<file path="src/rtl/mult_seq_ctrl_if.sv">
// Control bus between the shift-add multiplier sequencer and its datapath
// (product register register_hl plus input muxes/adder).
interface mult_seq_ctrl_if #(
  parameter int N = 16
);
  localparam int SW = $clog2(N/2) + 1;

  // requests into the sequencer
  logic          start;
  logic          abort;
  logic          clr_req;
  logic          lsb;
  // controls out of the sequencer
  logic          prod_clear;
  logic          prod_loadh;
  logic          prod_loadl;
  logic          init_sel;
  logic          add_en;
  logic          busy;
  logic          done;
  logic [SW-1:0] step;

  // master: the sequencer
  modport master (
    input  start, abort, clr_req, lsb,
    output prod_clear, prod_loadh, prod_loadl, init_sel, add_en, busy, done, step
  );

  // slave: requester plus datapath side
  modport slave (
    output start, abort, clr_req, lsb,
    input  prod_clear, prod_loadh, prod_loadl, init_sel, add_en, busy, done, step
  );
endinterface

</file>
<file path="src/rtl/mult_seq_ctrl.sv">
// Sequencer for the shift-add NxN/2 multiplier. Loads {0,B} into the product
// register, then runs N/2 add-and-shift steps, adding A into the high half
// whenever the product LSB (current multiplier bit) is set.
module mult_seq_ctrl #(
  parameter int N = 16
) (
  input  logic            i_clk,
  input  logic            i_reset,
  mult_seq_ctrl_if.master io_bus
);
  localparam int HALF = N / 2;
  localparam int SW   = $clog2(HALF) + 1;

  typedef enum logic [2:0] {
    S_IDLE = 3'd0,
    S_INIT = 3'd1,
    S_RUN  = 3'd2,
    S_DONE = 3'd3,
    S_CLR  = 3'd4
  } state_t;

  state_t        r_state;
  logic [SW-1:0] r_step;
  logic          r_clear;
  logic          r_load;
  logic          r_init;
  logic          r_run;
  logic          r_busy;
  logic          r_done;
  logic          w_add_en;

  // State register; every output flag is registered alongside the state it
  // belongs to, so prod_clear leaves a flop with no decode glitches.
  always_ff @(posedge i_clk) begin
    if (i_reset) begin
      r_state <= S_IDLE;
      r_step  <= '0;
      r_clear <= 1'b0;
      r_load  <= 1'b0;
      r_init  <= 1'b0;
      r_run   <= 1'b0;
      r_busy  <= 1'b0;
      r_done  <= 1'b0;
    end else begin
      r_clear <= 1'b0;
      r_load  <= 1'b0;
      r_init  <= 1'b0;
      r_run   <= 1'b0;
      r_busy  <= 1'b0;
      r_done  <= 1'b0;
      unique case (r_state)
        S_IDLE: begin
          // start wins over clr_req
          if (io_bus.start) begin
            r_state <= S_INIT;
            r_load  <= 1'b1;
            r_init  <= 1'b1;
            r_busy  <= 1'b1;
          end else if (io_bus.clr_req) begin
            r_state <= S_CLR;
            r_clear <= 1'b1;
          end
        end
        S_INIT: begin
          if (io_bus.abort) begin
            r_state <= S_CLR;
            r_step  <= '0;
            r_clear <= 1'b1;
          end else begin
            r_state <= S_RUN;
            r_step  <= SW'(HALF);
            r_load  <= 1'b1;
            r_run   <= 1'b1;
            r_busy  <= 1'b1;
          end
        end
        S_RUN: begin
          if (io_bus.abort) begin
            r_state <= S_CLR;
            r_step  <= '0;
            r_clear <= 1'b1;
          end else if (r_step == SW'(1)) begin
            // last step has just been loaded
            r_state <= S_DONE;
            r_step  <= '0;
            r_done  <= 1'b1;
            r_busy  <= 1'b1;
          end else begin
            r_step  <= r_step - SW'(1);
            r_load  <= 1'b1;
            r_run   <= 1'b1;
            r_busy  <= 1'b1;
          end
        end
        S_DONE: begin
          if (io_bus.abort) begin
            r_state <= S_CLR;
            r_clear <= 1'b1;
          end else begin
            r_state <= S_IDLE;
          end
        end
        S_CLR: begin
          r_state <= S_IDLE;
        end
        default: begin
          r_state <= S_IDLE;
          r_step  <= '0;
        end
      endcase
    end
  end

  // add_en follows the live multiplier bit during RUN only
  always_comb begin
    w_add_en = r_run & io_bus.lsb;
  end

  assign io_bus.prod_clear = r_clear;
  assign io_bus.prod_loadh = r_load;
  assign io_bus.prod_loadl = r_load;
  assign io_bus.init_sel   = r_init;
  assign io_bus.add_en     = w_add_en;
  assign io_bus.busy       = r_busy;
  assign io_bus.done       = r_done;
  assign io_bus.step       = r_step;

`ifndef SYNTHESIS
  // Sanity: clear never overlaps a busy cycle and RUN always has steps left.
  always_ff @(posedge i_clk) begin
    if (!i_reset) begin
      assert (!(r_clear && r_busy));
      assert (!(r_state == S_RUN && r_step == '0));
    end
  end
`endif
endmodule

</file>
<file path="src/flat_wrapper.sv">
// flat-port wrapper written by rule: the top's interface ports become plain ports
module mult_seq_ctrl_flat 
#(
  parameter int N = 16
)
  (i_clk, i_reset, io_bus_start, io_bus_abort, io_bus_clr_req, io_bus_lsb, io_bus_prod_clear, io_bus_prod_loadh, io_bus_prod_loadl, io_bus_init_sel, io_bus_add_en, io_bus_busy, io_bus_done, io_bus_step);
  mult_seq_ctrl_if #(.N(N)) io_bus_i ();
  input  logic i_clk;
  input  logic i_reset;
  input wire logic [$bits(io_bus_i.start)-1:0] io_bus_start;
  input wire logic [$bits(io_bus_i.abort)-1:0] io_bus_abort;
  input wire logic [$bits(io_bus_i.clr_req)-1:0] io_bus_clr_req;
  input wire logic [$bits(io_bus_i.lsb)-1:0] io_bus_lsb;
  output wire logic [$bits(io_bus_i.prod_clear)-1:0] io_bus_prod_clear;
  output wire logic [$bits(io_bus_i.prod_loadh)-1:0] io_bus_prod_loadh;
  output wire logic [$bits(io_bus_i.prod_loadl)-1:0] io_bus_prod_loadl;
  output wire logic [$bits(io_bus_i.init_sel)-1:0] io_bus_init_sel;
  output wire logic [$bits(io_bus_i.add_en)-1:0] io_bus_add_en;
  output wire logic [$bits(io_bus_i.busy)-1:0] io_bus_busy;
  output wire logic [$bits(io_bus_i.done)-1:0] io_bus_done;
  output wire logic [$bits(io_bus_i.step)-1:0] io_bus_step;
  assign io_bus_i.start = io_bus_start;
  assign io_bus_i.abort = io_bus_abort;
  assign io_bus_i.clr_req = io_bus_clr_req;
  assign io_bus_i.lsb = io_bus_lsb;
  assign io_bus_prod_clear = io_bus_i.prod_clear;
  assign io_bus_prod_loadh = io_bus_i.prod_loadh;
  assign io_bus_prod_loadl = io_bus_i.prod_loadl;
  assign io_bus_init_sel = io_bus_i.init_sel;
  assign io_bus_add_en = io_bus_i.add_en;
  assign io_bus_busy = io_bus_i.busy;
  assign io_bus_done = io_bus_i.done;
  assign io_bus_step = io_bus_i.step;
  mult_seq_ctrl #(.N(N)) u_core (.i_clk(i_clk), .i_reset(i_reset), .io_bus(io_bus_i));
endmodule
</file>
<file path="config.mk">
export PLATFORM = sky130hd
export DESIGN_NAME = mult_seq_ctrl_flat
export DESIGN_NICKNAME = d
export VERILOG_FILES = /design/src/rtl/mult_seq_ctrl_if.sv /design/src/rtl/mult_seq_ctrl.sv /design/src/flat_wrapper.sv
export SDC_FILE = /design/constraint.sdc
export NUM_CORES = 1
export LEC_CHECK = 0
export CORE_MARGIN = 3
export CORE_UTILIZATION = 41
export CTS_BUF_LIST = sky130_fd_sc_hd__clkbuf_4 sky130_fd_sc_hd__clkbuf_8 sky130_fd_sc_hd__clkbuf_16
export CTS_CLUSTER_SIZE = 8
export DETAILED_ROUTE_END_ITERATION = 6
export PLACE_DENSITY = 0.72
export SLEW_MARGIN = 10
export SYNTH_ARGS = -nofsm -noshare
export SYNTH_HDL_FRONTEND = slang
export SYNTH_SLANG_ARGS = --single-unit
</file>
<file path="constraint.sdc">
create_clock -name i_clk -period 1.5 [get_ports i_clk]
set_input_delay 0.45 -clock i_clk [delete_from_list [all_inputs] [get_ports i_clk]]
set_output_delay 0.45 -clock i_clk [all_outputs]
set_load 0.02 [all_outputs]
</file>
==> flow_summary.html, run 1 <==
<table>
<tr><th>Metric</th><th>Value</th></tr>
<tr><th colspan="2">Run status</th></tr>
<tr><td>Status</td><td>completed</td></tr>
<tr><th colspan="2">Setup path</th></tr>
<tr><td>Critical Path, Cell by Cell</td><td>inv_4 &gt; ha_1 &gt; or3b_4 &gt; and3b_2 &gt; nor2_4 &gt; a221oi_2</td></tr>
<tr><td>WS Path Type</td><td>reg2reg</td></tr>
<tr><td>Worst Path Required</td><td>1.67 ns</td></tr>
<tr><td>R2R Path Start</td><td>u_core.io_bus.step[1]</td></tr>
<tr><td>CP max stage delay</td><td>0.37 ns</td></tr>
<tr><td>Crit end category</td><td>flop</td></tr>
<tr><td>Number of buffer and inverter instances along the worst setup path</td><td>1</td></tr>
<tr><td>Worst Path Max Fanout</td><td>4</td></tr>
<tr><td>Critical path startpoint category</td><td>flop</td></tr>
<tr><td>Critical path's slowest cell</td><td>or3b_4</td></tr>
<tr><td>Crit path max-delay family</td><td>simple AND/OR/NAND/NOR gates</td></tr>
<tr><td>Launch point of the critical path</td><td>u_core.io_bus.step[1]</td></tr>
<tr><td>Arrival time at the worst endpoint</td><td>1.61 ns</td></tr>
<tr><th colspan="2">STA</th></tr>
<tr><td>Total Neg Setup Slack</td><td>0 ns</td></tr>
<tr><td>Final number of max-transition violations</td><td>0</td></tr>
<tr><td>Slew margin rel.</td><td>0.762</td></tr>
<tr><td>Final critical-path share of the clock period</td><td>0.957</td></tr>
<tr><td>Final Setup Violations</td><td>0</td></tr>
<tr><td>Hold Fails Final Rpt</td><td>0</td></tr>
<tr><td>Worst-Margin Slew</td><td>0.347 ns</td></tr>
<tr><td>Final min period</td><td>1.44 ns</td></tr>
<tr><td>Clk_skew</td><td>0.000840 ns</td></tr>
<tr><td>Highest clock frequency the design can meet</td><td>696 MHz</td></tr>
<tr><th colspan="2">Power and ir drop</th></tr>
<tr><td>Reported leakage power</td><td>0.000452 uW</td></tr>
<tr><td>Power per Cell Area</td><td>806 nW/um^2</td></tr>
<tr><td>Maximum vdd drop</td><td>0.000598 V</td></tr>
<tr><th colspan="2">Global route</th></tr>
<tr><td>Global-route wire length before repair</td><td>2450 um</td></tr>
<tr><td>Met2 Use GR</td><td>0.270</td></tr>
<tr><td>Met1 track demand over resource in global routing</td><td>0.200</td></tr>
<tr><td>Total overflow reported by the global router</td><td>0</td></tr>
<tr><td>Maximum number of pins on one net before global-route repair</td><td>10</td></tr>
<tr><td>Number of global-route vias before repair</td><td>578</td></tr>
<tr><td>Met3 demand-to-capacity share in global routing</td><td>0.0395</td></tr>
<tr><td>Layer carrying the most global-route usage</td><td>met2</td></tr>
<tr><td>Global router's overall resource usage</td><td>0.166</td></tr>
<tr><td>Initial antenna violation count</td><td>0</td></tr>
<tr><th colspan="2">Final layout</th></tr>
<tr><td>Layout area overhead</td><td>48.1%</td></tr>
<tr><td>FILL cells</td><td>123</td></tr>
<tr><td>Area of the multi-input gates</td><td>347 um^2</td></tr>
<tr><td>Number of diodes</td><td>0</td></tr>
<tr><td>Final instance area</td><td>952 um^2</td></tr>
<tr><td>Share of post-route cells with drive strength above 1</td><td>0.286</td></tr>
<tr><td>Final nets</td><td>114</td></tr>
<tr><td>Sequential standard cell area</td><td>268 um^2</td></tr>
<tr><th colspan="2">Clock tree</th></tr>
<tr><td>CTS tree</td><td>built</td></tr>
<tr><td>Clock latency of the later-clocked register in the worst-skew pair</td><td>0.28 ns</td></tr>
<tr><td>Number of H-tree levels</td><td>1</td></tr>
<tr><td>Number of sinks handled by clock tree synthesis</td><td>13</td></tr>
<tr><td>Number of CTS-inserted buffers</td><td>3</td></tr>
<tr><td>Root buffer cell</td><td>clkbuf_4</td></tr>
<tr><td>Largest buffer count on any clock path</td><td>2</td></tr>
<tr><td>Cts hold-fix bufs</td><td>0</td></tr>
<tr><td>Clock transition at path regs</td><td>0.08 ns</td></tr>
<tr><th colspan="2">Synth</th></tr>
<tr><td>Net count after synthesis</td><td>84</td></tr>
<tr><td>Sequential-to-total area share from yosys stat</td><td>0.405</td></tr>
<tr><td>Fraction of registers with async set or reset after synthesis</td><td>0</td></tr>
<tr><td>Top_reg_cell synth</td><td>dfxtp_1</td></tr>
<tr><td>Count of mapped cells out of synthesis</td><td>76</td></tr>
<tr><td>Number of flops mapped to enable cells by yosys</td><td>0</td></tr>
<tr><td>Synth Cell Area</td><td>643 um^2</td></tr>
<tr><td>Number of warning messages in the yosys log</td><td>0</td></tr>
<tr><td>Number of library cell types mapped by synthesis</td><td>31</td></tr>
<tr><td>Number of synthesized register bits</td><td>13</td></tr>
<tr><td>Synthesized area per cell</td><td>8.46 um^2</td></tr>
<tr><th colspan="2">Floorplan</th></tr>
<tr><td>Ports</td><td>17</td></tr>
<tr><td>Initial cell density of the core</td><td>0.465</td></tr>
<tr><td>Horizontal extent of the die</td><td>45.6 um</td></tr>
<tr><td>Placement Rows</td><td>13</td></tr>
<tr><td>Die Height</td><td>45.6 um</td></tr>
<tr><td>Core Footprint</td><td>1380 um^2</td></tr>
<tr><td>Die area</td><td>2080 um^2</td></tr>
<tr><th colspan="2">Hold path</th></tr>
<tr><td>Startpoint of the tightest hold check path</td><td>u_core.r_state[1]</td></tr>
<tr><td>Class of the worst hold path</td><td>reg2reg</td></tr>
<tr><th colspan="2">Place</th></tr>
<tr><td>DP Area</td><td>918 um^2</td></tr>
<tr><td>Count of buffers from port buffering</td><td>16</td></tr>
<tr><td>Global placer's final weighted congestion</td><td>0.838</td></tr>
<tr><td>HPWL reported at the end of detailed placement</td><td>1150 um</td></tr>
<tr><th colspan="2">Drt</th></tr>
<tr><td>DRC marker count from the first detailed-route iteration</td><td>8</td></tr>
<tr><td>First drt pass iteration count</td><td>4</td></tr>
<tr><td>DRC violation count after routing</td><td>0</td></tr>
<tr><td>Number of antenna-violating nets in the routed design</td><td>0</td></tr>
<tr><td>Average wire length per cell after detail routing</td><td>11.9 um</td></tr>
<tr><td>Aggregate routed wire length</td><td>1420 um</td></tr>
<tr><td>Via count of the routed design</td><td>612</td></tr>
<tr><td>Post-detailed-route via-to-cell ratio</td><td>5.10</td></tr>
<tr><th colspan="2">Flow run</th></tr>
<tr><td>Total of max-cap violations</td><td>0</td></tr>
</table>
-- path summary, 6_finish.rpt --
check / to / slack, ns / depth (start not counted)
setup reg to reg: u_core.io_bus.prod_loadh / 0.06 / 6
setup / recovery: u_core.io_bus.prod_loadh / 0.06 / 6
hold / removal: u_core.io_bus.init_sel / 0.64 / 3
hold reg to reg: u_core.io_bus.init_sel / 0.64 / 3
-- kinds of logic after synthesis --
kind of cell,count (synthesis),synth area share
xor gates and xnor gates,2,0.0272
adders and majority gates,2,0.0389
and+or+nand+nor,31,0.253
DFF,13,0.405
muxes,3,0.0467
AOI/OAI and AO/OA,15,0.152
buffers and inverters,10,0.0778
-- sequential cells by signal, summed over array words and instances (netlist names) --
signal / flops
u_core.io_bus.step: 4
u_core.r_run: 1
u_core.r_state: 3
u_core.io_bus.init_sel: 1
u_core.io_bus.busy: 1
u_core.io_bus.prod_clear: 1
u_core.io_bus.done: 1
u_core.io_bus.prod_loadh: 1
-- where the power goes --
group / switching [uW] / internal, uW / leakage, uW
Clock: 116 / 121 / 0.0000184
Sequential: 10.0 / 359 / 0.000108
Combinational: 78.4 / 83.4 / 0.000326
-- worst register-to-register path, delay by kind of cell, from the launching register on --
family | cells | cell delay [ns]
fa+ha+maj | 1 | 0.13
compound gates | 1 | 0.06
buf+inv | 1 | 0.05
simple gates | 3 | 0.71
flops | 1 | 0.36
-- final cells by class --
type,count,area share
repair buffers,30,0.281
multi-input cells,53,0.364
flip-flops and latches,13,0.281
well taps,15,0.0197
clock buffers,4,0.0315
inverters,5,0.0223
-- placed cells by master, fill, tap and decap left out, drive strengths merged, types with 4 or more instances in the layout --
cell type    instances
clkbuf               4
dlygate4sd2         11
inv                  5
nor3                 4
nor2                11
dfxtp               13
a21oi                6
nand2                5
buf                 15
-- through the flow --
step           utilization  hold slack (ns)  setup slack (ns)  total power (uW)  instances
6_report             0.689            0.640            0.0641               768        120
5_1_grt              0.689            0.658          -0.00127               807        120
4_1_cts              0.681            0.634           -0.0971               779        120
3_5_place_dp         0.664            0.632            -0.563               546        116
3_3_place_gp         0.664            0.616            -0.548               544        116
2_1_floorplan            -            0.474            0.0803               464         76
-- repair_timing --
action | in CTS | in global routing
gates resized for setup | 19 | 4
gates cloned | 0 | 0
pin swaps | 0 | 2
buffers inserted | 0 | 0
endpoints found under the setup margin | 12 | 4
-- metal layers --
layer,vias to the layer above,wire [um]
li1,323,-
met5,-,0
met3,2,55
met4,0,33
met1,276,647
met2,11,687
-- synth_stat cells, drive strengths merged (2+ instances only) --
master,n,area share
dfxtp,13,0.40
nand2b,2,0.019
nand2,5,0.029
nor2,11,0.068
or2,2,0.023
mux2i,3,0.047
a21oi,6,0.047
nor3,4,0.031
ha,2,0.039
clkbuf,2,0.012
or3b,2,0.027
xor2,2,0.027
buf,3,0.037
inv,5,0.029
o21ai,3,0.023
No activity file was read; power rests on OpenSTA's default activity.
==> inputs of run 2 (changes only) <==
CORE_UTILIZATION = 49   (was 41)
PLACE_DENSITY = 0.81   (was 0.72)
clock period = 1.77 ns   (was 1.5 ns; I/O delays follow)
==> run 2 against run 1 <==
Final area decreased by 7.8%. Sequential power fell by 14%. Core utilization grew 6.1 points. First-iteration DRC count grew 13%. Non-clock buffer count fell by 7. Largest power group unchanged. Worst hold slack lost 0.093 ns. Flip-flop and latch count unchanged. Worst setup slack got worse by 0.0030 ns. Power down 18%. Sequential share of layout area increased by 1.5 points. Die area decreased by 14%.
==> flow_summary.html, run 2 (synthesis results as in run 1) <==
<table>
<tr><th>Metric</th><th>Value</th></tr>
<tr><th colspan="2">Run status</th></tr>
<tr><td>Status</td><td>completed</td></tr>
<tr><th colspan="2">STA</th></tr>
<tr><td>Final min period</td><td>1.71 ns</td></tr>
<tr><td>Final number of max-transition violations</td><td>0</td></tr>
<tr><td>Smallest setup slack after layout</td><td>0.0611 ns</td></tr>
<tr><td>Worst-Margin Slew</td><td>0.378 ns</td></tr>
<tr><td>Slew margin rel.</td><td>0.741</td></tr>
<tr><td>Final critical-path share of the clock period</td><td>0.965</td></tr>
<tr><td>Final Setup Violations</td><td>0</td></tr>
<tr><td>Total Neg Setup Slack</td><td>0 ns</td></tr>
<tr><td>Highest clock frequency the design can meet</td><td>585 MHz</td></tr>
<tr><td>Unrepaired setup endpoints after global routing</td><td>no</td></tr>
<tr><td>Hold Fails Final Rpt</td><td>0</td></tr>
<tr><td>Clk_skew</td><td>0.00354 ns</td></tr>
<tr><th colspan="2">Global route</th></tr>
<tr><td>Total overflow reported by the global router</td><td>0</td></tr>
<tr><td>Global router's overall resource usage</td><td>0.167</td></tr>
<tr><td>Initial antenna violation count</td><td>0</td></tr>
<tr><td>Maximum number of pins on one net before global-route repair</td><td>11</td></tr>
<tr><td>Met1 track demand over resource in global routing</td><td>0.195</td></tr>
<tr><td>Number of global-route vias before repair</td><td>545</td></tr>
<tr><td>Met2 Use GR</td><td>0.264</td></tr>
<tr><td>Met3 demand-to-capacity share in global routing</td><td>0.0815</td></tr>
<tr><td>Layer carrying the most global-route usage</td><td>met2</td></tr>
<tr><td>Global-route wire length before repair</td><td>2270 um</td></tr>
<tr><th colspan="2">Place</th></tr>
<tr><td>Global placer's final weighted congestion</td><td>0.886</td></tr>
<tr><td>Worst-case setup slack after placement</td><td>-0.452 ns</td></tr>
<tr><td>Count of buffers from port buffering</td><td>16</td></tr>
<tr><td>HPWL reported at the end of detailed placement</td><td>1020 um</td></tr>
<tr><td>Placed cell count</td><td>108</td></tr>
<tr><th colspan="2">Clock tree</th></tr>
<tr><td>Number of sinks handled by clock tree synthesis</td><td>13</td></tr>
<tr><td>Number of H-tree levels</td><td>1</td></tr>
<tr><td>Clock latency of the later-clocked register in the worst-skew pair</td><td>0.27 ns</td></tr>
<tr><td>Post-CTS Repair Setup Buffers</td><td>0</td></tr>
<tr><td>Number of CTS-inserted buffers</td><td>3</td></tr>
<tr><td>Clock transition at path regs</td><td>0.07 ns</td></tr>
<tr><td>Cts hold-fix bufs</td><td>0</td></tr>
<tr><td>Largest buffer count on any clock path</td><td>2</td></tr>
<tr><td>CTS tree</td><td>built</td></tr>
<tr><td>Root buffer cell</td><td>clkbuf_4</td></tr>
<tr><th colspan="2">Floorplan</th></tr>
<tr><td>Core Footprint</td><td>1170 um^2</td></tr>
<tr><td>Die area</td><td>1780 um^2</td></tr>
<tr><td>Die Height</td><td>42.2 um</td></tr>
<tr><td>Placement Rows</td><td>12</td></tr>
<tr><td>Initial cell density of the core</td><td>0.549</td></tr>
<tr><td>Ports</td><td>17</td></tr>
<tr><td>Horizontal extent of the die</td><td>42.2 um</td></tr>
<tr><th colspan="2">Setup path</th></tr>
<tr><td>Crit path max-delay family</td><td>buffers and inverters</td></tr>
<tr><td>CP max stage delay</td><td>0.60 ns</td></tr>
<tr><td>Worst Path Required</td><td>1.24 ns</td></tr>
<tr><td>Critical path's slowest cell</td><td>clkdlybuf4s50_1</td></tr>
<tr><td>Critical path startpoint category</td><td>flop</td></tr>
<tr><td>Arrival time at the worst endpoint</td><td>1.18 ns</td></tr>
<tr><td>Number of buffer and inverter instances along the worst setup path</td><td>1</td></tr>
<tr><td>WS Path Type</td><td>reg2out</td></tr>
<tr><td>Critical Path, Cell by Cell</td><td>clkdlybuf4s50_1</td></tr>
<tr><td>Crit end category</td><td>output port</td></tr>
<tr><td>Worst Path Max Fanout</td><td>1</td></tr>
<tr><th colspan="2">Final layout</th></tr>
<tr><td>Final nets</td><td>107</td></tr>
<tr><td>Number of diodes</td><td>0</td></tr>
<tr><td>Most used cells in the layout excluding fill and tap cells</td><td>dfxtp_1, nor2_1, clkdlybuf4s50_1, buf_4, a21oi_1</td></tr>
<tr><td>Final cell utilization of the core</td><td>0.750</td></tr>
<tr><td>Layout area overhead</td><td>36.6%</td></tr>
<tr><td>FILL cells</td><td>101</td></tr>
<tr><td>Area of the multi-input gates</td><td>335 um^2</td></tr>
<tr><td>Sequential standard cell area</td><td>260 um^2</td></tr>
<tr><td>Max reg flops</td><td>4</td></tr>
<tr><td>Finished Layout Cells</td><td>112</td></tr>
<tr><td>Most common library cell in the layout ignoring fill and taps</td><td>dfxtp_1</td></tr>
<tr><td>Share of post-route cells with drive strength above 1</td><td>0.184</td></tr>
<tr><th colspan="2">Power and ir drop</th></tr>
<tr><td>Maximum vdd drop</td><td>0.000510 V</td></tr>
<tr><td>Power per Cell Area</td><td>721 nW/um^2</td></tr>
<tr><td>Reported leakage power</td><td>0.000408 uW</td></tr>
<tr><td>PnR Total Power</td><td>633 uW</td></tr>
<tr><th colspan="2">Flow run</th></tr>
<tr><td>Total of max-cap violations</td><td>0</td></tr>
<tr><th colspan="2">Drt</th></tr>
<tr><td>First drt pass iteration count</td><td>4</td></tr>
<tr><td>Number of antenna-violating nets in the routed design</td><td>0</td></tr>
<tr><td>Via count of the routed design</td><td>589</td></tr>
<tr><td>DRC marker count from the first detailed-route iteration</td><td>9</td></tr>
<tr><td>Aggregate routed wire length</td><td>1310 um</td></tr>
<tr><td>Average wire length per cell after detail routing</td><td>11.7 um</td></tr>
<tr><td>Post-detailed-route via-to-cell ratio</td><td>5.26</td></tr>
<tr><td>DRC violation count after routing</td><td>0</td></tr>
<tr><th colspan="2">Hold path</th></tr>
<tr><td>Class of the worst hold path</td><td>reg2reg</td></tr>
</table>
run 2: repair_timing:
action                     in CTS  in global routing
resized for setup               9                  5
setup endpoints to repair       5                  3
gates cloned                    0                  0
pin swaps                       0                  0
run 2: routing by layer:
layer / vias up / share of wire
met5: - / 0
met4: 0 / 0.0046
met3: 2 / 0.055
met2: 15 / 0.47
met1: 270 / 0.47
li1: 302 / -
run 2: power by group:
group / internal (uW) / leakage (uW) / switching, uW
Clock: 103 / 0.0000184 / 90.6
Combinational: 61.7 / 0.000283 / 59.8
Sequential: 307 / 0.000106 / 11.7
run 2: path summary, 6_finish.rpt:
check	startpoint	end	slack, ns	depth (start not counted)
hold reg to reg	u_core.io_bus.step[2]	u_core.io_bus.step[2]	0.55	2
hold / removal	u_core.io_bus.step[2]	u_core.io_bus.step[2]	0.55	2
setup / recovery	u_core.io_bus.done	io_bus_done	0.06	1
setup reg to reg	u_core.io_bus.step[0]	u_core.r_run	0.14	6
run 2: final cells by class:
cell class	instances	share of cell area
timing repair buffer	23	0.246
inverter	5	0.0214
clock buffer	4	0.0342
multi-input combinational	53	0.382
tap	14	0.0199
sequential	13	0.296
run 2: worst register-to-register path: stages, from the launching register on:
cell and delay [ns]:
dfxtp_1 0.41, ha_1 0.17, or3b_2 0.45, and3b_1 0.22
nor2_2 0.13, buf_4 0.12, nor2_1 0.03
run 2: through the flow:
| stage | hold WS (ns) | area (um^2) |
|---|---|---|
| 6_report | 0.547 | 878 |
| 2_1_floorplan | 0.474 | 643 |
| 3_5_place_dp | 0.546 | 842 |
| 5_1_grt | 0.598 | 878 |
| 3_3_place_gp | 0.528 | 842 |
| 4_1_cts | 0.554 | 865 |
==> inputs of run 3 (changes only) <==
CORE_AREA = 3 3 40 42   (was unset)
CORE_MARGIN = unset   (was 3)
CORE_UTILIZATION = unset   (was 49)
DIE_AREA = 0 0 43 45   (was unset)
DONT_BUFFER_PORTS = 1   (was unset)
PLACE_DENSITY = unset   (was 0.81)
==> run 3 against run 2 <==
Core utilization decreased by 20 points. Largest power group unchanged. Worst setup slack better by 0.17 ns. Count of clock-buffer cells in the layout unchanged. Highest routed layer is now met3. Worst hold slack got worse by 0.23 ns.
==> flow_summary.html, run 3 (synthesis results as in run 1) <==
<table>
<tr><th>Metric</th><th>Value</th></tr>
<tr><th colspan="2">Place</th></tr>
<tr><td>HPWL reported at the end of detailed placement</td><td>966 um</td></tr>
<tr><td>Global placer's final weighted congestion</td><td>0.830</td></tr>
<tr><td>Placed cell count</td><td>92</td></tr>
<tr><td>Count of buffers from port buffering</td><td>0</td></tr>
<tr><th colspan="2">STA</th></tr>
<tr><td>Final number of max-transition violations</td><td>0</td></tr>
<tr><td>Clk_skew</td><td>0.00904 ns</td></tr>
<tr><td>Slew margin rel.</td><td>0.762</td></tr>
<tr><td>Highest clock frequency the design can meet</td><td>651 MHz</td></tr>
<tr><td>Worst-Margin Slew</td><td>0.348 ns</td></tr>
<tr><td>Final critical-path share of the clock period</td><td>0.868</td></tr>
<tr><td>Hold Fails Final Rpt</td><td>0</td></tr>
<tr><td>Total Neg Setup Slack</td><td>0 ns</td></tr>
<tr><td>Final Setup Violations</td><td>0</td></tr>
<tr><td>Final min period</td><td>1.54 ns</td></tr>
<tr><td>Unrepaired setup endpoints after global routing</td><td>no</td></tr>
<tr><th colspan="2">Final layout</th></tr>
<tr><td>Most used cells in the layout excluding fill and tap cells</td><td>dfxtp_1, nor2_1, a21oi_1, buf_4</td></tr>
<tr><td>Final nets</td><td>90</td></tr>
<tr><td>Max reg flops</td><td>4</td></tr>
<tr><td>Layout area overhead</td><td>9.73%</td></tr>
<tr><td>Share of post-route cells with drive strength above 1</td><td>0.185</td></tr>
<tr><td>Number of diodes</td><td>0</td></tr>
<tr><td>Finished Layout Cells</td><td>96</td></tr>
<tr><td>FILL cells</td><td>126</td></tr>
<tr><td>Most common library cell in the layout ignoring fill and taps</td><td>dfxtp_1</td></tr>
<tr><th colspan="2">Setup path</th></tr>
<tr><td>Number of buffer and inverter instances along the worst setup path</td><td>1</td></tr>
<tr><td>WS Path Type</td><td>reg2reg</td></tr>
<tr><td>Crit path max-delay family</td><td>simple AND/OR/NAND/NOR gates</td></tr>
<tr><td>Critical path's slowest cell</td><td>or3b_2</td></tr>
<tr><td>CP max stage delay</td><td>0.45 ns</td></tr>
<tr><td>Critical Path, Cell by Cell</td><td>inv_1 &gt; ha_1 &gt; or3b_2 &gt; and3b_1 &gt; nor2_2 &gt; a221oi_2</td></tr>
<tr><td>Crit end category</td><td>flop</td></tr>
<tr><td>Arrival time at the worst endpoint</td><td>1.69 ns</td></tr>
<tr><td>Worst Path Max Fanout</td><td>3</td></tr>
<tr><td>Worst Path Required</td><td>1.92 ns</td></tr>
<tr><td>Critical path startpoint category</td><td>flop</td></tr>
<tr><th colspan="2">Drt</th></tr>
<tr><td>DRC marker count from the first detailed-route iteration</td><td>6</td></tr>
<tr><td>Average wire length per cell after detail routing</td><td>12.6 um</td></tr>
<tr><td>Wire length on met3</td><td>80 um</td></tr>
<tr><td>Routed wire length on met2</td><td>534 um</td></tr>
<tr><td>Aggregate routed wire length</td><td>1210 um</td></tr>
<tr><td>Number of antenna-violating nets in the routed design</td><td>0</td></tr>
<tr><td>DRC violation count after routing</td><td>0</td></tr>
<tr><td>First drt pass iteration count</td><td>4</td></tr>
<tr><td>Top routing layer in use</td><td>met3</td></tr>
<tr><td>Post-detailed-route via-to-cell ratio</td><td>5.50</td></tr>
<tr><td>Post-Route M1 WL</td><td>595 um</td></tr>
<tr><td>Via count of the routed design</td><td>528</td></tr>
<tr><th colspan="2">Floorplan</th></tr>
<tr><td>Horizontal extent of the die</td><td>43 um</td></tr>
<tr><td>Placement Rows</td><td>13</td></tr>
<tr><td>Initial cell density of the core</td><td>0.500</td></tr>
<tr><td>Ports</td><td>17</td></tr>
<tr><td>Die area</td><td>1940 um^2</td></tr>
<tr><td>Core Footprint</td><td>1280 um^2</td></tr>
<tr><td>Die Height</td><td>45 um</td></tr>
<tr><th colspan="2">Clock tree</th></tr>
<tr><td>Post-CTS Repair Setup Buffers</td><td>0</td></tr>
<tr><td>Clock latency of the later-clocked register in the worst-skew pair</td><td>0.27 ns</td></tr>
<tr><td>Largest buffer count on any clock path</td><td>2</td></tr>
<tr><td>Root buffer cell</td><td>clkbuf_4</td></tr>
<tr><td>Post-CTS Resized</td><td>0</td></tr>
<tr><td>Cts hold-fix bufs</td><td>0</td></tr>
<tr><td>Clock transition at path regs</td><td>0.08 ns</td></tr>
<tr><td>Number of CTS-inserted buffers</td><td>3</td></tr>
<tr><td>Number of H-tree levels</td><td>1</td></tr>
<tr><td>Number of sinks handled by clock tree synthesis</td><td>13</td></tr>
<tr><td>CTS tree</td><td>built</td></tr>
<tr><th colspan="2">Run status</th></tr>
<tr><td>Status</td><td>completed</td></tr>
<tr><th colspan="2">Global route</th></tr>
<tr><td>Maximum number of pins on one net before global-route repair</td><td>11</td></tr>
<tr><td>Initial antenna violation count</td><td>0</td></tr>
<tr><td>Total overflow reported by the global router</td><td>0</td></tr>
<tr><td>Global router's overall resource usage</td><td>0.148</td></tr>
<tr><td>Number of global-route vias before repair</td><td>514</td></tr>
<tr><td>Global-route wire length before repair</td><td>2210 um</td></tr>
<tr><th colspan="2">Power and ir drop</th></tr>
<tr><td>Reported leakage power</td><td>0.000286 uW</td></tr>
<tr><td>Power per Cell Area</td><td>840 nW/um^2</td></tr>
<tr><td>Maximum vdd drop</td><td>0.000455 V</td></tr>
<tr><th colspan="2">Hold path</th></tr>
<tr><td>Class of the worst hold path</td><td>in2reg</td></tr>
<tr><th colspan="2">Flow run</th></tr>
<tr><td>Total of max-cap violations</td><td>0</td></tr>
</table>
[run 3: changes by cell type in the layout (fill, tap and decap cells not counted)]
| cell | before | now |
|---|---|---|
| and2_1 | 0 | 1 |
| clkdlybuf4s50_1 | 8 | 0 |
| buf_4 | 7 | 6 |
| and2_4 | 1 | 0 |
| dlygate4sd2_1 | 4 | 0 |
| buf_6 | 1 | 0 |
| dlymetal6s2s_1 | 3 | 0 |
[run 3: power breakdown]
| group | total, uW | switching, uW | internal (uW) | leakage [uW] |
|---|---|---|---|---|
| Sequential | 329 | 22.7 | 307 | 0.000106 |
| Combinational | 68.9 | 38.5 | 30.4 | 0.000161 |
| Clock | 194 | 92.0 | 102 | 0.0000184 |
[run 3: routing by layer]
| layer | global-route usage | vias to the layer above |
|---|---|---|
| met4 | 0.0181 | 0 |
| met5 | 0 | - |
| met2 | 0.257 | 10 |
| met1 | 0.181 | 249 |
| met3 | 0.0558 | 0 |
| li1 | - | 269 |
[run 3: final timing paths]
path	from	cells past startpoint	slack, ns	end
worst max-delay path	u_core.io_bus.step[1]	6	0.23	u_core.io_bus.prod_loadh
worst min-delay path	i_reset	1	0.32	u_core.io_bus.step[2]
worst max register to register	u_core.io_bus.step[1]	6	0.23	u_core.io_bus.prod_loadh
worst min register to register	u_core.r_state[1]	2	0.60	u_core.io_bus.done
[run 3: area by class of cell]
type                       instances  area, um^2  share of cell area
inverter                           5        18.8              0.0266
clock buffer                       4        30.0              0.0426
timing repair buffer               6        45.0              0.0638
tap                               15        18.8              0.0266
sequential                        13         260               0.369
multi-input combinational         53         333               0.472
[run 3: per-stage QoR]
step / area [um^2] / setup slack (ns) / hold WS (ns) / total power, uW / util
final: 706 / 0.233 / 0.316 / 593 / 0.549
after global routing: 706 / 0.130 / 0.293 / 632 / 0.549
after CTS: 706 / 0.238 / 0.303 / 607 / 0.549
after detailed placement: 676 / 0.263 / 0.593 / 406 / 0.526
after global placement: 676 / 0.271 / 0.598 / 407 / 0.526
after floorplan: 643 / 0.160 / 0.474 / 395 / -
[run 3: worst reg2reg max path, stage by stage, from the launching register on]
cell,delay (ns)
dfxtp_1,0.31
inv_1,0.09
ha_1,0.14
or3b_2,0.45
and3b_1,0.21
nor2_2,0.14
a221oi_2,0.07
